===== src/rtl/burst_clk_gen.sv =====
// burst_clk_gen: stimulus clock generator.
// After a start pulse it runs a free-running divided clock (clk_a) and a
// finite burst of BURST_N toggles on clk_b, then waits TAIL cycles before
// raising done. stop returns to IDLE from any state.
//
// Optional feature macro: BURST_CLK_GATE_EN
//   defined   - clk_a freezes on entry to DONE and busy is low in DONE
//   undefined - clk_a keeps toggling in DONE and busy stays high
//
// state | meaning
// IDLE  | waiting for start, clk_a=0, clk_b=1
// BURST | clk_a running, clk_b toggling every DIV_B cycles
// TAIL  | clk_b finished, counting TAIL cycles
// DONE  | done=1 until stop or rst
module burst_clk_gen #(
  parameter int DIV_A   = 10,
  parameter int DIV_B   = 5,
  parameter int BURST_N = 50,
  parameter int TAIL    = 75,
  parameter int CW      = 16
) (
  input  logic          clk,
  input  logic          rst,
  input  logic          start,
  input  logic          stop,
  output logic          clk_a,
  output logic          clk_b,
  output logic          busy,
  output logic          done,
  output logic [CW-1:0] burst_cnt
);

  // Terminal-count values; unused ones (e.g. BURST_N=0) wrap harmlessly.
  localparam logic [CW-1:0] DIV_A_LAST = CW'(DIV_A - 1);
  localparam logic [CW-1:0] DIV_B_LAST = CW'(DIV_B - 1);
  localparam logic [CW-1:0] BURST_LAST = CW'(BURST_N - 1);
  localparam logic [CW-1:0] TAIL_LAST  = CW'(TAIL - 1);
  localparam logic [CW-1:0] CNT_ONE    = CW'(1);

  typedef enum logic [1:0] {
    ST_IDLE  = 2'd0,
    ST_BURST = 2'd1,
    ST_TAIL  = 2'd2,
    ST_DONE  = 2'd3
  } state_t;

  state_t        state_q, state_d;
  logic [CW-1:0] div_a_cnt_q, div_a_cnt_d;
  logic [CW-1:0] div_b_cnt_q, div_b_cnt_d;
  logic [CW-1:0] burst_cnt_q, burst_cnt_d;
  logic [CW-1:0] tail_cnt_q, tail_cnt_d;
  logic          clk_a_q, clk_a_d;
  logic          clk_b_q, clk_b_d;
  logic          busy_q, busy_d;
  logic          done_q, done_d;
  logic          a_run;

  // Next-state, counter and output computation; stop overrides everything.
  always_comb begin
    state_d     = state_q;
    div_a_cnt_d = div_a_cnt_q;
    div_b_cnt_d = div_b_cnt_q;
    burst_cnt_d = burst_cnt_q;
    tail_cnt_d  = tail_cnt_q;
    clk_a_d     = clk_a_q;
    clk_b_d     = clk_b_q;

`ifdef BURST_CLK_GATE_EN
    a_run = (state_q == ST_BURST) || (state_q == ST_TAIL);
`else
    a_run = (state_q != ST_IDLE);
`endif

    // clk_a phase runs continuously across BURST/TAIL(/DONE) transitions.
    if (a_run) begin
      if (div_a_cnt_q == DIV_A_LAST) begin
        div_a_cnt_d = '0;
        clk_a_d     = ~clk_a_q;
      end else begin
        div_a_cnt_d = div_a_cnt_q + CNT_ONE;
      end
    end

    unique case (state_q)
      ST_IDLE: begin
        if (start) begin
          div_a_cnt_d = '0;
          div_b_cnt_d = '0;
          burst_cnt_d = '0;
          tail_cnt_d  = '0;
          if (BURST_N != 0)   state_d = ST_BURST;
          else if (TAIL != 0) state_d = ST_TAIL;
          else                state_d = ST_DONE;
        end
      end
      ST_BURST: begin
        if (div_b_cnt_q == DIV_B_LAST) begin
          div_b_cnt_d = '0;
          clk_b_d     = ~clk_b_q;
          burst_cnt_d = burst_cnt_q + CNT_ONE;
          if (burst_cnt_q == BURST_LAST) begin
            tail_cnt_d = '0;
            if (TAIL != 0) state_d = ST_TAIL;
            else           state_d = ST_DONE;
          end
        end else begin
          div_b_cnt_d = div_b_cnt_q + CNT_ONE;
        end
      end
      ST_TAIL: begin
        if (tail_cnt_q == TAIL_LAST) state_d = ST_DONE;
        else                         tail_cnt_d = tail_cnt_q + CNT_ONE;
      end
      ST_DONE: begin
        state_d = ST_DONE;
      end
      default: begin
        state_d = ST_IDLE;
      end
    endcase

    if (stop) begin
      state_d     = ST_IDLE;
      div_a_cnt_d = '0;
      div_b_cnt_d = '0;
      burst_cnt_d = '0;
      tail_cnt_d  = '0;
      clk_a_d     = 1'b0;
      clk_b_d     = 1'b1;
    end

`ifdef BURST_CLK_GATE_EN
    busy_d = (state_d == ST_BURST) || (state_d == ST_TAIL);
`else
    busy_d = (state_d != ST_IDLE);
`endif
    done_d = (state_d == ST_DONE);
  end

  // State and output registers with synchronous reset.
  always_ff @(posedge clk) begin
    if (rst) begin
      state_q     <= ST_IDLE;
      div_a_cnt_q <= '0;
      div_b_cnt_q <= '0;
      burst_cnt_q <= '0;
      tail_cnt_q  <= '0;
      clk_a_q     <= 1'b0;
      clk_b_q     <= 1'b1;
      busy_q      <= 1'b0;
      done_q      <= 1'b0;
    end else begin
      state_q     <= state_d;
      div_a_cnt_q <= div_a_cnt_d;
      div_b_cnt_q <= div_b_cnt_d;
      burst_cnt_q <= burst_cnt_d;
      tail_cnt_q  <= tail_cnt_d;
      clk_a_q     <= clk_a_d;
      clk_b_q     <= clk_b_d;
      busy_q      <= busy_d;
      done_q      <= done_d;
    end
  end

  assign clk_a     = clk_a_q;
  assign clk_b     = clk_b_q;
  assign busy      = busy_q;
  assign done      = done_q;
  assign burst_cnt = burst_cnt_q;

endmodule


===== config.mk =====
export PLATFORM = sky130hd
export DESIGN_NAME = burst_clk_gen
export DESIGN_NICKNAME = d
export VERILOG_FILES = /design/src/rtl/burst_clk_gen.sv
export SDC_FILE = /design/constraint.sdc
export NUM_CORES = 1
export LEC_CHECK = 0
export CORE_MARGIN = 5
export CORE_UTILIZATION = 30
export DETAILED_ROUTE_END_ITERATION = 10
export HOLD_SLACK_MARGIN = 0.05
export PLACE_DENSITY_LB_ADDON = 0.12
export SETUP_SLACK_MARGIN = 0.15
export SYNTH_ARGS = -nofsm -noshare
export SYNTH_HDL_FRONTEND = slang
export SYNTH_SLANG_ARGS = --single-unit

===== constraint.sdc =====
create_clock -name clk -period 2.5 [get_ports clk]
set_input_delay 0.75 -clock clk [delete_from_list [all_inputs] [get_ports clk]]
set_output_delay 0.75 -clock clk [all_outputs]
set_load 0.1 [all_outputs]

# Word level (Yosys, flattened, before mapping)
# Index checks and enable logic that the tools add are counted.
dict set report classes {
  mul 0
  n_mux 19
  bitwise 2
  n_addsub 4
  div 0
  order_cmp 0
  reduce_logical 11
  shift 0
  eq_ne 12
}
# op count
set ops {}
lappend ops {{$mux W16} 10}
lappend ops {{$add A16 B1 Y16 const B} 4}
lappend ops {{$pmux W16 S2} 2}
lappend ops {{$pmux W16 S3} 1}
lappend ops {{$eq A16 B3 Y1 const B} 1}
lappend ops {{$eq A16 B4 Y1 const B} 1}
lappend ops {{$eq A16 B6 Y1 const B} 1}
lappend ops {{$eq A16 B7 Y1 const B} 1}
lappend ops {{$mux W2} 5}
lappend ops {{$ne A2 B2 Y1 const B} 4}
lappend ops {{$pmux W2 S4} 1}
lappend ops {{$eq A2 B2 Y1 const B} 3}
lappend ops {{$reduce_and A2 Y1} 3}
lappend ops {{$reduce_bool A2 Y1} 3}
lappend ops {{$reduce_and A5 Y1} 1}
lappend ops {{$reduce_and A3 Y1} 1}
lappend ops {{$reduce_bool A3 Y1} 1}
lappend ops {{$eq A2 B1 Y1 const B} 1}
lappend ops {{$logic_not A2 Y1} 1}
lappend ops {{$not A1 Y1} 2}
lappend ops {{$reduce_or A2 Y1} 1}
dict set report totals {
  latchBits 0
  inputBits 4
  word_cells 57
  out_inout_bits 20
  register_bits 70
  romBits 0
  mem_count 0
  mem_bits_rw 0
}

# Logic depth before layout (Yosys ltp)
dict set report logic_depth {
  word_depth 6
  mapped_depth 9
  ltp_nobuf 7
}

# Worst setup path before layout
# No wires, ideal clock.
dict set report synth_timing {
  path_kind {flip-flop to flip-flop}
  start {register burst_cnt_q[0] (netlist: burst_cnt[0])}
  end {register tail_cnt_q[12]}
  n_path_buf 1
  t_arrival_ns 2.472
  stages_incl_launch_ff 8
  synth_period_minus_slack_ns 2.543
  setup_time_ns 0.070
  required_ns 2.430
  path_slack_ns -0.043
  path_cell_list {dfxtp_1 -> ha_1 -> and4b_1 -> and4_1 -> a21oi_2 -> buf_6 -> or4_1 -> a21oi_1}
}
dict set report synth_between {
  elab_chain_len 3
}
# item line_no
set synth_lines {}
lappend synth_lines {{from (decl)} 50} ;# logic [CW-1:0] burst_cnt_q, burst_cnt_d;
lappend synth_lines {{from (signal assigned)} 156} ;# burst_cnt_q <= burst_cnt_d;
lappend synth_lines {{$eq A16 B6 Y1} 101} ;# if (burst_cnt_q == BURST_LAST) begin
lappend synth_lines {{$ne A2 B2 Y1 (no source line)} -}
lappend synth_lines {{$reduce_and A5 Y1 (no source line)} -}
lappend synth_lines {{to (signal assigned)} 157} ;# tail_cnt_q <= tail_cnt_d;
lappend synth_lines {{to (decl)} 51} ;# logic [CW-1:0] tail_cnt_q, tail_cnt_d;
# Every way passes these cells.
# A chain may end at the register's enable or synchronous reset.

# Worst setup path in the final report
dict set report layout_timing {
  start {register div_b_cnt_q[0]}
  end {register tail_cnt_q[6]}
}
dict set report layout_between {
  elab_chain_len 3
}
# item line_no
set layout_lines {}
lappend layout_lines {{from (decl)} 49} ;# logic [CW-1:0] div_b_cnt_q, div_b_cnt_d;
lappend layout_lines {{from (signal assigned)} 155} ;# div_b_cnt_q <= div_b_cnt_d;
lappend layout_lines {{$eq A16 B3 Y1} 97} ;# if (div_b_cnt_q == DIV_B_LAST) begin
lappend layout_lines {{$ne A2 B2 Y1 (no source line)} -}
lappend layout_lines {{$reduce_and A5 Y1 (no source line)} -}
# Every way passes these cells.

==> impl_metrics.json <==
{
  "sum_of_net_half_perimeters_after_detailed_placement_mm": 6.228,
  "post_route_cells_drive_above_1_share_pct": 18.07,
  "slew_headroom_pct": 52.74,
  "report.power.total_w": 0.002601,
  "tritoncts.num_buffers": 9,
  "vias": 3211,
  "power_density_nw_per_um2": 592.1,
  "clock_latency_ns": 0.33,
  "grt_first_pass_wirelength_mm": 15.01,
  "netlist_instances": 424,
  "cts.root.buffer_cell": "clkbuf_16",
  "cp_top_family": "simple AND/OR/NAND/NOR gates",
  "synth-seq-cells": 70,
  "timing.critical_path.fanout_max": 28,
  "rows": 39,
  "skew_ns": 0.005476,
  "yosys_most_used_dff": "dfxtp_1",
  "synth.net_count": 436,
  "sequence_of_cells_on_the_critical_path": "inv_1 -> ha_1 -> and4bb_2 -> and4_4 -> a21oi_2 -> buf_4 -> or4_1 -> a21oi_1",
  "n_antenna_cell": 0,
  "cts_tree": "done",
  "antenna_violations_before_repair": 0,
  "worst_pin_slew_ns": 0.7074,
  "synth_top_cell_by_area": "dfxtp_1",
  "grt_overflow_total": 0,
  "post_detailed_route_wirelength_per_cell_um": 14.12,
  "wl_mm": 8.742,
  "cp_slowest_cell": "or4_1",
  "worst_setup_hold_path_clk_slew_ns": 0.06,
  "worst_ir_drop_vdd_uv": 312.6,
  "antenna_left": 0,
  "worstPathRequired_ns": 2.76,
  "layout_worst_path_cycle_share_pct": 85.42,
  "cts.sink_count": 70,
  "finalHoldViolations": 0,
  "cts_buffer_depth": 2,
  "drv_slew": 0,
  "number_of_h_tree_levels": 3,
  "reg2reg_setup_slack_ns": 0.36,
  "fp.coreArea_um2": 11470,
  "first_iter_violations": 132,
  "async_reset_ff_share_pct": 0,
  "post_synth_most_frequent_cells": "70 x dfxtp_1, 45 x nor2_1, 36 x a21oi_1, 32 x nand2_1, 20 x nand3_1",
  "min_period_ns": 2.136,
  "synth.top_cells.by_area": "dfxtp_1 40%, a21oi_1 5.1%, nor2_1 4.8%",
  "die-width_um": 118.3,
  "crit_path_max_incr_delay_ns": 0.51,
  "floorplan.io_pins": 24,
  "global_router_s_overall_resource_usage_pct": 12.92,
  "grt_setup_unrepaired": "no",
  "synth_enable_flop_cells": 0,
  "syn_avg_cell_area_um2": 8.304,
  "synthToLayoutAreaGrowth_pct": 24.73,
  "nature_of_the_critical_path_startpoint": "register",
  "place.port_buffers": 23,
  "synth_top_area_share_pct": 39.80,
  "synthMostInstantiatedCell": "dfxtp_1",
  "grt_start_max_net_pins": 29,
  "yosysSeqAreaShare_pct": 39.80,
  "crit_path_end_kind": "register",
  "number_of_global_route_vias_before_repair": 2978,
  "gp_congestion": 0.7703,
  "die_h_um": 118.3,
  "drv.max_cap_violation_count": 0,
  "timing.critical_path.buf_inv": 2,
  "post_synth_num_cell_types": 52,
  "avgViaCountPerCell": 5.187,
  "initial_cell_density_of_the_core_pct": 30.70,
  "finalSetupViolCount": 0,
  "synth.yosys.warnings": 0,
  "outcome": "completed",
  "drt-pass1-iter-count": 4,
  "leakagePower_nw": 1.455,
  "arrival_ns": 2.40,
  "final.setup.tns_ns": 0,
  "setup.worst_path.class": "register to register",
  "fin_nets": 483,
  "postLayoutCoreUtil_pct": 38.30,
  "max_clock_freq_mhz": 468.3,
  "holdCritPathClass": "register to register",
  "detail_route.drc_violations": 0,
  "die-area_um2": 14000,
  "synth_area_um2": 3521
}
==> timing repair <==
action,CTS,global route
buffers inserted,0,0
gates cloned,0,0
hold endpoints to repair,0,0
hold buffers,0,0
gates resized for setup,2,1
endpoints found under the setup margin,1,23
==> where the power goes <==
group / leakage [nW] / switching (W) / internal [W] / total, W
registers: 0.567 / 0.00000348 / 0.00112 / 0.00112
clock network: 0.152 / 0.000496 / 0.000872 / 0.00137
logic: 0.735 / 0.0000656 / 0.0000454 / 0.000111
total: 1.45 / 0.000565 / 0.00204 / 0.00260
==> worst paths after layout <==
check / start / to / cells past startpoint
max: div_b_cnt_q[0] / tail_cnt_q[6] / 8
min: clk_a / clk_a / 2
max reg2reg: div_b_cnt_q[0] / tail_cnt_q[6] / 8
min reg2reg: clk_a / clk_a / 2
==> placed cells by master (no fill, tap or decap), drive strengths merged, types with 2 or more instances in the layout <==
cell type	n
dfxtp	70
buf	52
nor2	45
a21oi	37
nand2	32
nand3	20
or3	19
o21ai	17
nand4	15
xnor2	14
xor2	14
inv	13
or4	12
nor3	12
nor4	11
o31ai	10
clkbuf	10
and3	8
ha	8
nor4b	5
nor3b	4
o41ai	4
or4b	4
a31oi	3
nand2b	3
clkinv	3
o21ba	2
o2111ai	2
o211ai	2
bufinv	2
clkdlybuf4s50	2
and4	2
and2	2
==> logic make-up (layout without fill, tap and decap cells) <==
kind of cell	count (synthesis)	in the layout	share of synthesized area [%]
AO/OA/AOI/OAI	86	86	15.10
XOR/XNOR	28	28	6.965
adder cells (fa/ha/maj)	8	8	2.843
buffers and inverters	32	84	3.873
flip-flops	70	70	39.80
AND/OR/NAND/NOR	200	200	31.41
==> final cells by class <==
| class | instances | area (um^2) |
|---|---|---|
| sequential | 70 | 1409 |
| fill | 1181 | 7076 |
| inverter | 13 | 48.80 |
| clock inverter | 6 | 86.33 |
| clock buffer | 10 | 229.0 |
| timing repair buffer | 55 | 447.9 |
| multi-input combinational | 322 | 1992 |
| tap | 143 | 178.9 |
==> registers in the layout, summed over array words and instances, names as in the netlist <==
signal       flops
state_q          2
clk_b            1
clk_a            1
busy             1
tail_cnt_q      16
div_b_cnt_q     16
div_a_cnt_q     16
burst_cnt       16
done             1
==> worst min-delay path: stages (launching register included) <==
cell	delay (ns)
dfxtp_1	0.31
o21ai_0	0.07
a21oi_1	0.06
==> stage by stage <==
stage                     hold slack, ns  instance area, um^2  setup slack, ns  instances
after floorplan                   0.4460                 3528           0.1637        424
after global placement            0.4698                 4065          -0.1679        603
after detailed placement          0.4775                 4065          -0.1810        603
after CTS                         0.4910                 4389           0.1776        619
after global routing              0.5160                 4392           0.2519        619
final                             0.4864                 4392           0.3644        619
==> routing by layer <==
| layer | vias to the layer above | global-route usage [%] | wire length (um) |
|---|---|---|---|
| li1 | 1648 | - | - |
| met1 | 1524 | 17.83 | 4567 |
| met2 | 34 | 19.59 | 3864 |
| met3 | 5 | 3.104 | 222 |
| met4 | 0 | 4.731 | 87 |
| met5 | - | 0 | 0 |
No activity file was read; power rests on OpenSTA's default activity.
